<file path="config.mk">
export PLATFORM = sky130hd
export DESIGN_NAME = pipe_hazard_ctrl
export DESIGN_NICKNAME = d
export VERILOG_FILES = /design/src/rtl/pipe_hazard_ctrl.sv
export SDC_FILE = /design/constraint.sdc
export NUM_CORES = 1
export LEC_CHECK = 0
export BUFFER_PORTS_ARGS = -buffer_cell sky130_fd_sc_hd__buf_2
export CAP_MARGIN = 0
export CORE_MARGIN = 1.5
export CORE_UTILIZATION = 56
export DETAILED_ROUTE_END_ITERATION = 10
export PLACE_DENSITY = 0.85
export RECOVER_POWER = 100
export SYNTH_ARGS = -nofsm -noshare
export SYNTH_HDL_FRONTEND = slang
export SYNTH_SLANG_ARGS = --single-unit
export TNS_END_PERCENT = 50
</file>
<file path="constraint.sdc">
create_clock -name i_clk -period 4.83 [get_ports i_clk]
set_clock_uncertainty 0.15 [all_clocks]
set_input_delay 0.966 -clock i_clk [delete_from_list [all_inputs] [get_ports i_clk]]
set_output_delay 0.966 -clock i_clk [all_outputs]
set_load 0.02 [all_outputs]
</file>
<file path="src/rtl/pipe_hazard_ctrl.sv">
// Pipeline hazard controller: load-use interlock, mispredict flush and
// data-memory freeze, with stall-cycle and mispredict event counters.
module pipe_hazard_ctrl (
    input  logic        i_clk,
    input  logic        i_reset,
    input  logic [4:0]  i_id_rs1,
    input  logic [4:0]  i_id_rs2,
    input  logic        i_id_rs1_used,
    input  logic        i_id_rs2_used,
    input  logic        i_ex_valid,
    input  logic        i_ex_memread,
    input  logic [4:0]  i_ex_rd,
    input  logic        i_mem_valid,
    input  logic        i_mem_memread,
    input  logic [4:0]  i_mem_rd,
    input  logic        i_ex_mispred,
    input  logic        i_dmem_stall,
    output logic        o_pc_stall,
    output logic        o_ifid_stall,
    output logic        o_idex_stall,
    output logic        o_exmem_stall,
    output logic        o_memwb_stall,
    output logic        o_ifid_flush,
    output logic        o_idex_flush,
    output logic [1:0]  o_state,
    output logic [31:0] o_cnt_stall,
    output logic [31:0] o_cnt_mispred
);

    localparam int unsigned CNT_W = 32;

    typedef enum logic [1:0] {
        RUN   = 2'd0,
        LU2   = 2'd1,
        LU1   = 2'd2,
        REDIR = 2'd3
    } state_t;

    state_t             state;
    state_t             state_nxt;
    logic               hit1_c;
    logic               hit2_c;
    logic               inc_stall_c;
    logic               inc_mispred_c;
    logic [CNT_W-1:0]   cnt_stall;
    logic [CNT_W-1:0]   cnt_mispred;

    // Load in EX / MEM whose destination a live ID source reads (x0 never hazards)
    assign hit1_c = i_ex_valid & i_ex_memread & (i_ex_rd != 5'd0) &
                    ((i_id_rs1_used & (i_id_rs1 == i_ex_rd)) |
                     (i_id_rs2_used & (i_id_rs2 == i_ex_rd)));
    assign hit2_c = i_mem_valid & i_mem_memread & (i_mem_rd != 5'd0) &
                    ((i_id_rs1_used & (i_id_rs1 == i_mem_rd)) |
                     (i_id_rs2_used & (i_id_rs2 == i_mem_rd)));

    // State register
    always_ff @(posedge i_clk) begin
        if (i_reset) begin
            state <= RUN;
        end else begin
            state <= state_nxt;
        end
    end

    // Next state: freeze holds, mispredict redirects from anywhere, else walk the stall
    always_comb begin
        state_nxt = state;
        if (i_dmem_stall) begin
            state_nxt = state;
        end else if (i_ex_mispred) begin
            state_nxt = REDIR;
        end else begin
            case (state)
                RUN: begin
                    if (hit1_c) begin
                        state_nxt = LU2;
                    end else if (hit2_c) begin
                        state_nxt = LU1;
                    end
                end
                LU2:     state_nxt = LU1;
                LU1:     state_nxt = RUN;
                REDIR:   state_nxt = RUN;
                default: state_nxt = RUN;
            endcase
        end
    end

    // Stall/flush controls and counter increment strobes from state and inputs
    always_comb begin
        o_pc_stall    = 1'b0;
        o_ifid_stall  = 1'b0;
        o_idex_stall  = 1'b0;
        o_exmem_stall = 1'b0;
        o_memwb_stall = 1'b0;
        o_ifid_flush  = 1'b0;
        o_idex_flush  = 1'b0;
        inc_stall_c   = 1'b0;
        inc_mispred_c = 1'b0;
        if (i_reset) begin
            inc_stall_c = 1'b0;
        end else if (i_dmem_stall) begin
            o_pc_stall    = 1'b1;
            o_ifid_stall  = 1'b1;
            o_idex_stall  = 1'b1;
            o_exmem_stall = 1'b1;
            o_memwb_stall = 1'b1;
        end else if (i_ex_mispred) begin
            o_ifid_flush  = 1'b1;
            o_idex_flush  = 1'b1;
            inc_mispred_c = 1'b1;
        end else begin
            case (state)
                RUN: begin
                    if (hit1_c | hit2_c) begin
                        o_pc_stall   = 1'b1;
                        o_ifid_stall = 1'b1;
                        o_idex_flush = 1'b1;
                        inc_stall_c  = 1'b1;
                    end
                end
                LU2, LU1: begin
                    o_pc_stall   = 1'b1;
                    o_ifid_stall = 1'b1;
                    o_idex_flush = 1'b1;
                    inc_stall_c  = 1'b1;
                end
                REDIR: begin
                    // Squash the wrong-path fetch still in flight behind the redirect
                    o_ifid_flush = 1'b1;
                end
                default: begin
                    o_ifid_flush = 1'b0;
                end
            endcase
        end
    end

    // Event counters, wrapping modulo 2^32
    always_ff @(posedge i_clk) begin
        if (i_reset) begin
            cnt_stall   <= '0;
            cnt_mispred <= '0;
        end else begin
            if (inc_stall_c) begin
                cnt_stall <= cnt_stall + CNT_W'(1);
            end
            if (inc_mispred_c) begin
                cnt_mispred <= cnt_mispred + CNT_W'(1);
            end
        end
    end

    assign o_state       = state;
    assign o_cnt_stall   = cnt_stall;
    assign o_cnt_mispred = cnt_mispred;

endmodule

</file>
==> results of run 1 <==
[Yosys cell counts (10+ instances only)]
library cell | instances | area, um2
sky130_fd_sc_hd__a211oi_1 | 10 | 75.07
sky130_fd_sc_hd__xnor2_1 | 57 | 499.2
sky130_fd_sc_hd__inv_1 | 10 | 37.54
sky130_fd_sc_hd__a21oi_1 | 11 | 55.05
sky130_fd_sc_hd__nor2_1 | 70 | 262.8
sky130_fd_sc_hd__nand2_1 | 28 | 105.1
sky130_fd_sc_hd__and3_1 | 11 | 68.82
sky130_fd_sc_hd__nand4_1 | 17 | 106.4
sky130_fd_sc_hd__dfxtp_1 | 66 | 1321
sky130_fd_sc_hd__xor2_1 | 20 | 175.2
sky130_fd_sc_hd__nand3_1 | 20 | 100.1
sky130_fd_sc_hd__a2111oi_0 | 10 | 87.58
sky130_fd_sc_hd__clkbuf_1 | 11 | 41.29
[flip-flops by register name (all words and copies together) (netlist names)]
| register | flops |
|---|---|
| o_state | 2 |
| o_cnt_stall | 32 |
| o_cnt_mispred | 32 |
[kinds of logic after synthesis]
logic type | Yosys count
and+or+nand+nor | 177
xor gates and xnor gates | 77
DFF | 66
AOI/OAI and AO/OA | 52
buffers and inverters | 33
adders and majority gates | 5
muxes | 3
[worst max-delay path, cell delays in order]
cell and delay, ps:
sky130_fd_sc_hd__buf_2 120, sky130_fd_sc_hd__or3_1 380, sky130_fd_sc_hd__o311a_1 320, sky130_fd_sc_hd__a31oi_1 280, sky130_fd_sc_hd__nand2_1 90, sky130_fd_sc_hd__a21oi_1 130, sky130_fd_sc_hd__nor2_1 70, sky130_fd_sc_hd__clkbuf_1 210
[metal layers]
metal / share of wire / global-route usage / up-vias
li1: - / - / 1621
met4: 0.0057 / 0.06667 / 0
met1: 0.46 / 0.2979 / 1546
met2: 0.49 / 0.4179 / 86
met3: 0.043 / 0.05934 / 4
met5: 0 / 0 / -
[final cells by class]
class | count | area (um2)
flip-flops and latches | 66 | 1321
multi-input cells | 314 | 2027
clock inverters | 7 | 45.04
clock buffers | 9 | 123.9
inverters | 10 | 37.54
repair buffers | 105 | 434.2
fillers | 564 | 1943
well taps | 75 | 93.84
[where the power goes]
group          switching (W)  leakage [nW]  internal [W]  total, W
clock               0.000220        0.0891      0.000185  0.000405
sequential        0.00000442         0.532      0.000547  0.000551
combinational      0.0000654         0.744     0.0000362  0.000102
total               0.000290          1.37      0.000768   0.00106
[worst paths after layout]
path / from / endpoint / slack (ps) / cells after the start
max: i_mem_rd[0] / o_ifid_stall / 1130 / 8
min: o_cnt_mispred[22] / o_cnt_mispred[22] / 370 / 2
max reg2reg: o_state[1] / o_cnt_stall[4] / 1910 / 7
min reg2reg: o_cnt_mispred[22] / o_cnt_mispred[22] / 370 / 2
[per-stage QoR]
step	instance area, um2	setup WS [ps]	total power (W)	cells	util
finish	4083	1133	0.001058	586	0.6775
CTS	4243	1193	0.001071	586	0.7041
global route	4083	969.2	0.001104	586	0.6775
floorplan	3546	1125	0.0006354	413	-
detailed placement	4074	1199	0.0006706	570	0.6761
global placement	4074	1250	0.0006696	570	0.6761
==> impl_metrics.csv, run 1 <==
group,metric,value,unit
floorplanning,start_util,0.5885,
outcome,outcome,"finished clean",
routing,post_drt_via_cell_ratio,5.558,
synth,yosys.area_share.adder,0.01764,
floorplanning,top_level_ports,103,
timing,timing.max_slew.rel_slack,0.1836,
synth,synth.ff_latch_count,66,
floorplanning,die-area,0.006819,mm2
routing,num_vias,3257,
synth,dominant_combinational_cell_family_by_area_after_synthesis,"simple AND/OR/NAND/NOR gates",
clock_network,tritoncts,"built",
routing,drt_iter0_markers,216,
grt,grt_pass1_wl,12850,um
timing,grt_setup_unrepaired,"false",
synth,yosysWarningCount,0,
synth,number_of_distinct_library_cells_after_synthesis,45,
timing,timing.final.max_slew_violations,0,
timing,tightest_hold_margin,369.2,ps
timing,layout_min_cycle_time,3697,ps
timing,fin_tns_setup,0,ps
setup_path,timing.setup.critical_path_class,"input pin to primary output",
synth,synth-xor-area-share,0.1902,
setup_path,worst-endpoint-arrival,2580,ps
timing,timing_worst_slew_pin_value,1225,ps
clock_network,cts_sinks,66,
power,irDropWorstVdd,0.1611,mV
final_layout,num_antenna_cells,0,
synth,syn_nets,448,
timing,final-setup-viol-count,0,
routing,first_pass_iters,4,
clock_network,worst_skew_pair.late_latency,340,ps
synth,area_fraction_in_compound_gates_after_synthesis,0.1140,
clock_network,clk_pin_slew,80,ps
routing,drc_errors,0,
timing,finalCritPeriodShare,0.7654,
clock_network,cts-hold-fix-buffers,0,
timing,hold_violations,0,
synth,synth_area,0.003546,mm2
grt,first_global_vias,2887,
grt,maximum_number_of_pins_on_one_net_before_global_route_repair,54,
placed_design,detailed_placement_wirelength_estimate,5643,um
floorplanning,floorplan.rows,28,
synth,synth.area.mux_share,0.009174,
synth,number_of_synthesized_flops_with_an_enable_pin,0,
routing,routed_wl_per_cell,13.78,um
power,leakage,1.365,nW
run,cap_violations,0,
clock_network,clock_tree.buffer_depth,2,
setup_path,setup.worst_path.end_class,"primary output",
synth,synth_seq_area_share,0.3726,
synth,synthSimpleGateAreaFrac,0.2562,
grt,grt_antenna_before_repair,0,
clock_network,tritoncts_buffers,9,
floorplanning,placeableCoreArea,0.006026,mm2
grt,grt_remaining_overflow,0,
min_path,holdCritPathClass,"flop to flop",
synth,synth_cells,413,
placed_design,globalplace.congestion,0.9141,
final_layout,leading_cell_types_in_the_layout_fill_and_taps_excluded,"sky130_fd_sc_hd__clkbuf_1, sky130_fd_sc_hd__nor2_1, sky130_fd_sc_hd__dfxtp_1",
routing,ant_nets,0,
final_layout,area.growth.synth_to_final,15.14,%
clock_network,cts_post_setup_buffers_inserted,0,
grt,gr-usage-all-layers,0.2418,
final_layout,most_common_cell_after_layout_fill_and_taps_aside,"sky130_fd_sc_hd__clkbuf_1",
setup_path,critPathMaxFanout,3,
power,power_per_cell_area,259.2,mW/mm2
setup_path,critical_path.startpoint_type,"input pin",
clock_network,cts_repair_resize_count,0,
setup_path,timing.critical_path.required,3710,ps
clock_network,htreeDepth,3,
timing,max_clock_freq,270.5,MHz
floorplanning,die_w,82.58,um
synth,synth_top_flop_cell,"sky130_fd_sc_hd__dfxtp_1",
final_layout,total_number_of_nets_in_the_final_design,541,
floorplanning,chipHeight,82.58,um
placed_design,portbufs,102,
clock_network,clk_root_buffer_cell,"sky130_fd_sc_hd__clkbuf_8",
synth,syn_avg_cell_area,8.586,um2
synth,postSynth.asyncResetShare,0,
final_layout,drive_above_1_share,0.1037,
routing,finalWirelength,8076,um
(Power assumes the default switching activity.)
==> inputs of run 2 (changes only) <==
Settings changed: CORE_UTILIZATION 56 to 52, PLACE_DENSITY 0.85 to 0.8.
Clock period 4.83 ns to 3.65 ns, I/O delays scaled along.
==> run 2 against run 1 <==
Effect of this change: the run now ends with design-rule violations, max-capacitance violations, max-slew violations left; first-iteration DRC count decreased by 22%; total power increased by 37%; die area increased by 7.4%; sequential power increased by 32%; global-route usage decreased by 1.7 points; critical path type unchanged; highest routed layer unchanged.
==> impl_metrics.csv, run 2 (same netlist as run 1, synthesis figures left out) <==
group,metric,value,unit
clock_network,cts_post_setup_buffers_inserted,0,
placed_design,globalplace.congestion,0.8681,
timing,timing_worst_slew_pin_value,1548,ps
clock_network,cts_repair_resize_count,0,
power,power_per_cell_area,350.4,mW/mm2
power,switching_share,0.2415,
clock_network,worst_skew_pair.late_latency,330,ps
routing,first_pass_iters,7,
final_layout,leading_cell_types_in_the_layout_fill_and_taps_excluded,"sky130_fd_sc_hd__clkbuf_1, sky130_fd_sc_hd__nor2_1, sky130_fd_sc_hd__dfxtp_1",
setup_path,timing.setup.critical_path_class,"input pin to primary output",
timing,layout_min_cycle_time,3206,ps
setup_path,cp_slowest_cell,"sky130_fd_sc_hd__or3_1",
clock_network,tritoncts_buffers,9,
outcome,violations,"design-rule violations, max-capacitance violations, max-slew violations",
timing,hold_violations,0,
power,switchingPower,0.0003505,W
setup_path,source_of_the_worst_register_to_register_timing_path,"o_cnt_mispred[2]",
grt,grt_antenna_before_repair,0,
grt,gr-usage-all-layers,0.2243,
timing,max_clock_freq,312.0,MHz
clock_network,tritoncts,"built",
final_layout,final_area,0.004141,mm2
final_layout,drive_above_1_share,0.1076,
timing,timing.max_slew.rel_slack,-0.03181,
setup_path,critPathMaxFanout,3,
grt,first_global_vias,2938,
clock_network,cts_sinks,66,
grt,maximum_number_of_pins_on_one_net_before_global_route_repair,41,
setup_path,cpPeakStageDelay,380,ps
placed_design,placed_cell_area,0.004084,mm2
clock_network,clk_pin_slew,60,ps
power,leakage,1.374,nW
timing,tightest_hold_margin,361.0,ps
timing,timing.final.max_slew_violations,39,
run,cap_violations,1,
setup_path,critical_path.startpoint_type,"input pin",
setup_path,worst_setup_path_startpoint,"i_mem_rd[0]",
clock_network,clk_root_buffer_cell,"sky130_fd_sc_hd__clkbuf_8",
setup_path,setup.worst_path.end_class,"primary output",
placed_design,detailed_placement_wirelength_estimate,5723,um
setup_path,cell_chain_critical_path,"buf_2 -> or3_1 -> o311a_1 -> a31oi_1 -> nand2_1 -> a21oi_1 -> nor2_1 -> clkbuf_1",
routing,drt_iter0_markers,168,
routing,post_drt_via_cell_ratio,5.515,
grt,grt_pass1_wl,13390,um
placed_design,place_ws,505.2,ps
timing,grt_setup_unrepaired,"false",
clock_network,cts-hold-fix-buffers,0,
grt,grt_remaining_overflow,0,
timing,fin_tns_setup,0,ps
floorplanning,start_util,0.5490,
floorplanning,floorplan.rows,29,
floorplanning,top_level_ports,103,
placed_design,portbufs,102,
timing,post-route-worst-setup-slack,444.4,ps
power,seqPwrFrac,0.503,
setup_path,worst-endpoint-arrival,2330,ps
routing,drc_errors,4,
setup_path,timing.critical_path.required,2770,ps
clock_network,clock_tree.buffer_depth,2,
timing,final-setup-viol-count,0,
final_layout,area.growth.synth_to_final,16.80,%
power,pwr-share-comb,0.094,
power,irDropWorstVdd,0.4705,mV
final_layout,most_common_cell_after_layout_fill_and_taps_aside,"sky130_fd_sc_hd__clkbuf_1",
routing,routed_wl_per_cell,13.66,um
min_path,holdCritPathClass,"flop to flop",
routing,finalWirelength,8032,um
routing,ant_nets,0,
clock_network,htreeDepth,3,
timing,finalCritPeriodShare,0.8782,
outcome,outcome,"finished with violations",
routing,num_vias,3243,
setup_path,critical_path.endpoint,"o_ifid_stall",
floorplanning,placeableCoreArea,0.006459,mm2
final_layout,num_antenna_cells,0,
floorplanning,die-area,0.007323,mm2
final_layout,total_number_of_nets_in_the_final_design,542,
power,clockPowerShare,0.403,
setup_path,worst-r2r-cell-count,7,
setup_path,timing.rr.end,"o_cnt_mispred[29]",
floorplanning,die_w,85.58,um
setup_path,reg2reg_slack,900,ps
floorplanning,chipHeight,85.58,um
power,internal_power_of_the_cells,0.001101,W
==> run 2: metrics by stage <==
stage,cells,power [W],utilization
2_1_floorplan,413,0.0008408,-
3_5_place_dp,573,0.0008860,0.6323
5_1_grt,588,0.001513,0.6412
6_report,588,0.001451,0.6412
4_1_cts,588,0.001475,0.6610
3_3_place_gp,573,0.0008835,0.6323
==> run 2: layout make-up <==
cell class | instances | area, um2
Fill cell | 621 | 2317
Inverter | 10 | 37.54
Multi-Input combinational cell | 314 | 2061
Clock inverter | 3 | 40.04
Clock buffer | 12 | 145.1
Sequential cell | 66 | 1321
Timing Repair Buffer | 106 | 440.4
Tap cell | 77 | 96.34
==> run 2: worst min-delay path by stage <==
stage	start	to	slack [ps]	cells after the start
global placement	o_cnt_mispred[22]	o_cnt_mispred[22]	330	2
global route	o_cnt_mispred[31]	o_cnt_mispred[31]	390	2
detailed placement	o_cnt_mispred[22]	o_cnt_mispred[22]	340	2
finish	o_cnt_mispred[22]	o_cnt_mispred[22]	360	2
CTS	o_cnt_mispred[22]	o_cnt_mispred[22]	350	2
floorplan	o_cnt_mispred[22]	o_cnt_mispred[22]	420	2
==> run 2: layer usage <==
layer / global-route usage / share of wire / up-vias
met4: 0.05865 / 0.0056 / 0
met5: 0 / 0 / -
met1: 0.2803 / 0.46 / 1525
li1: - / - / 1623
met2: 0.3822 / 0.48 / 89
met3: 0.06256 / 0.053 / 6
==> run 2: power by group through the flow <==
stage	Sequential (W)	Combinational, W	Clock [W]
floorplan	0.000750	0.0000909	0
global route	0.000730	0.000150	0.000634
CTS	0.000730	0.000141	0.000604
finish	0.000730	0.000136	0.000585
detailed placement	0.000746	0.000140	0
global placement	0.000746	0.000138	0
==> run 2: worst max-delay path, delay by kind of cell <==
kind                   cells  cell delay [ps]
and+or+nand+nor            3              540
AOI/OAI and AO/OA          3              730
buffers and inverters      2              320
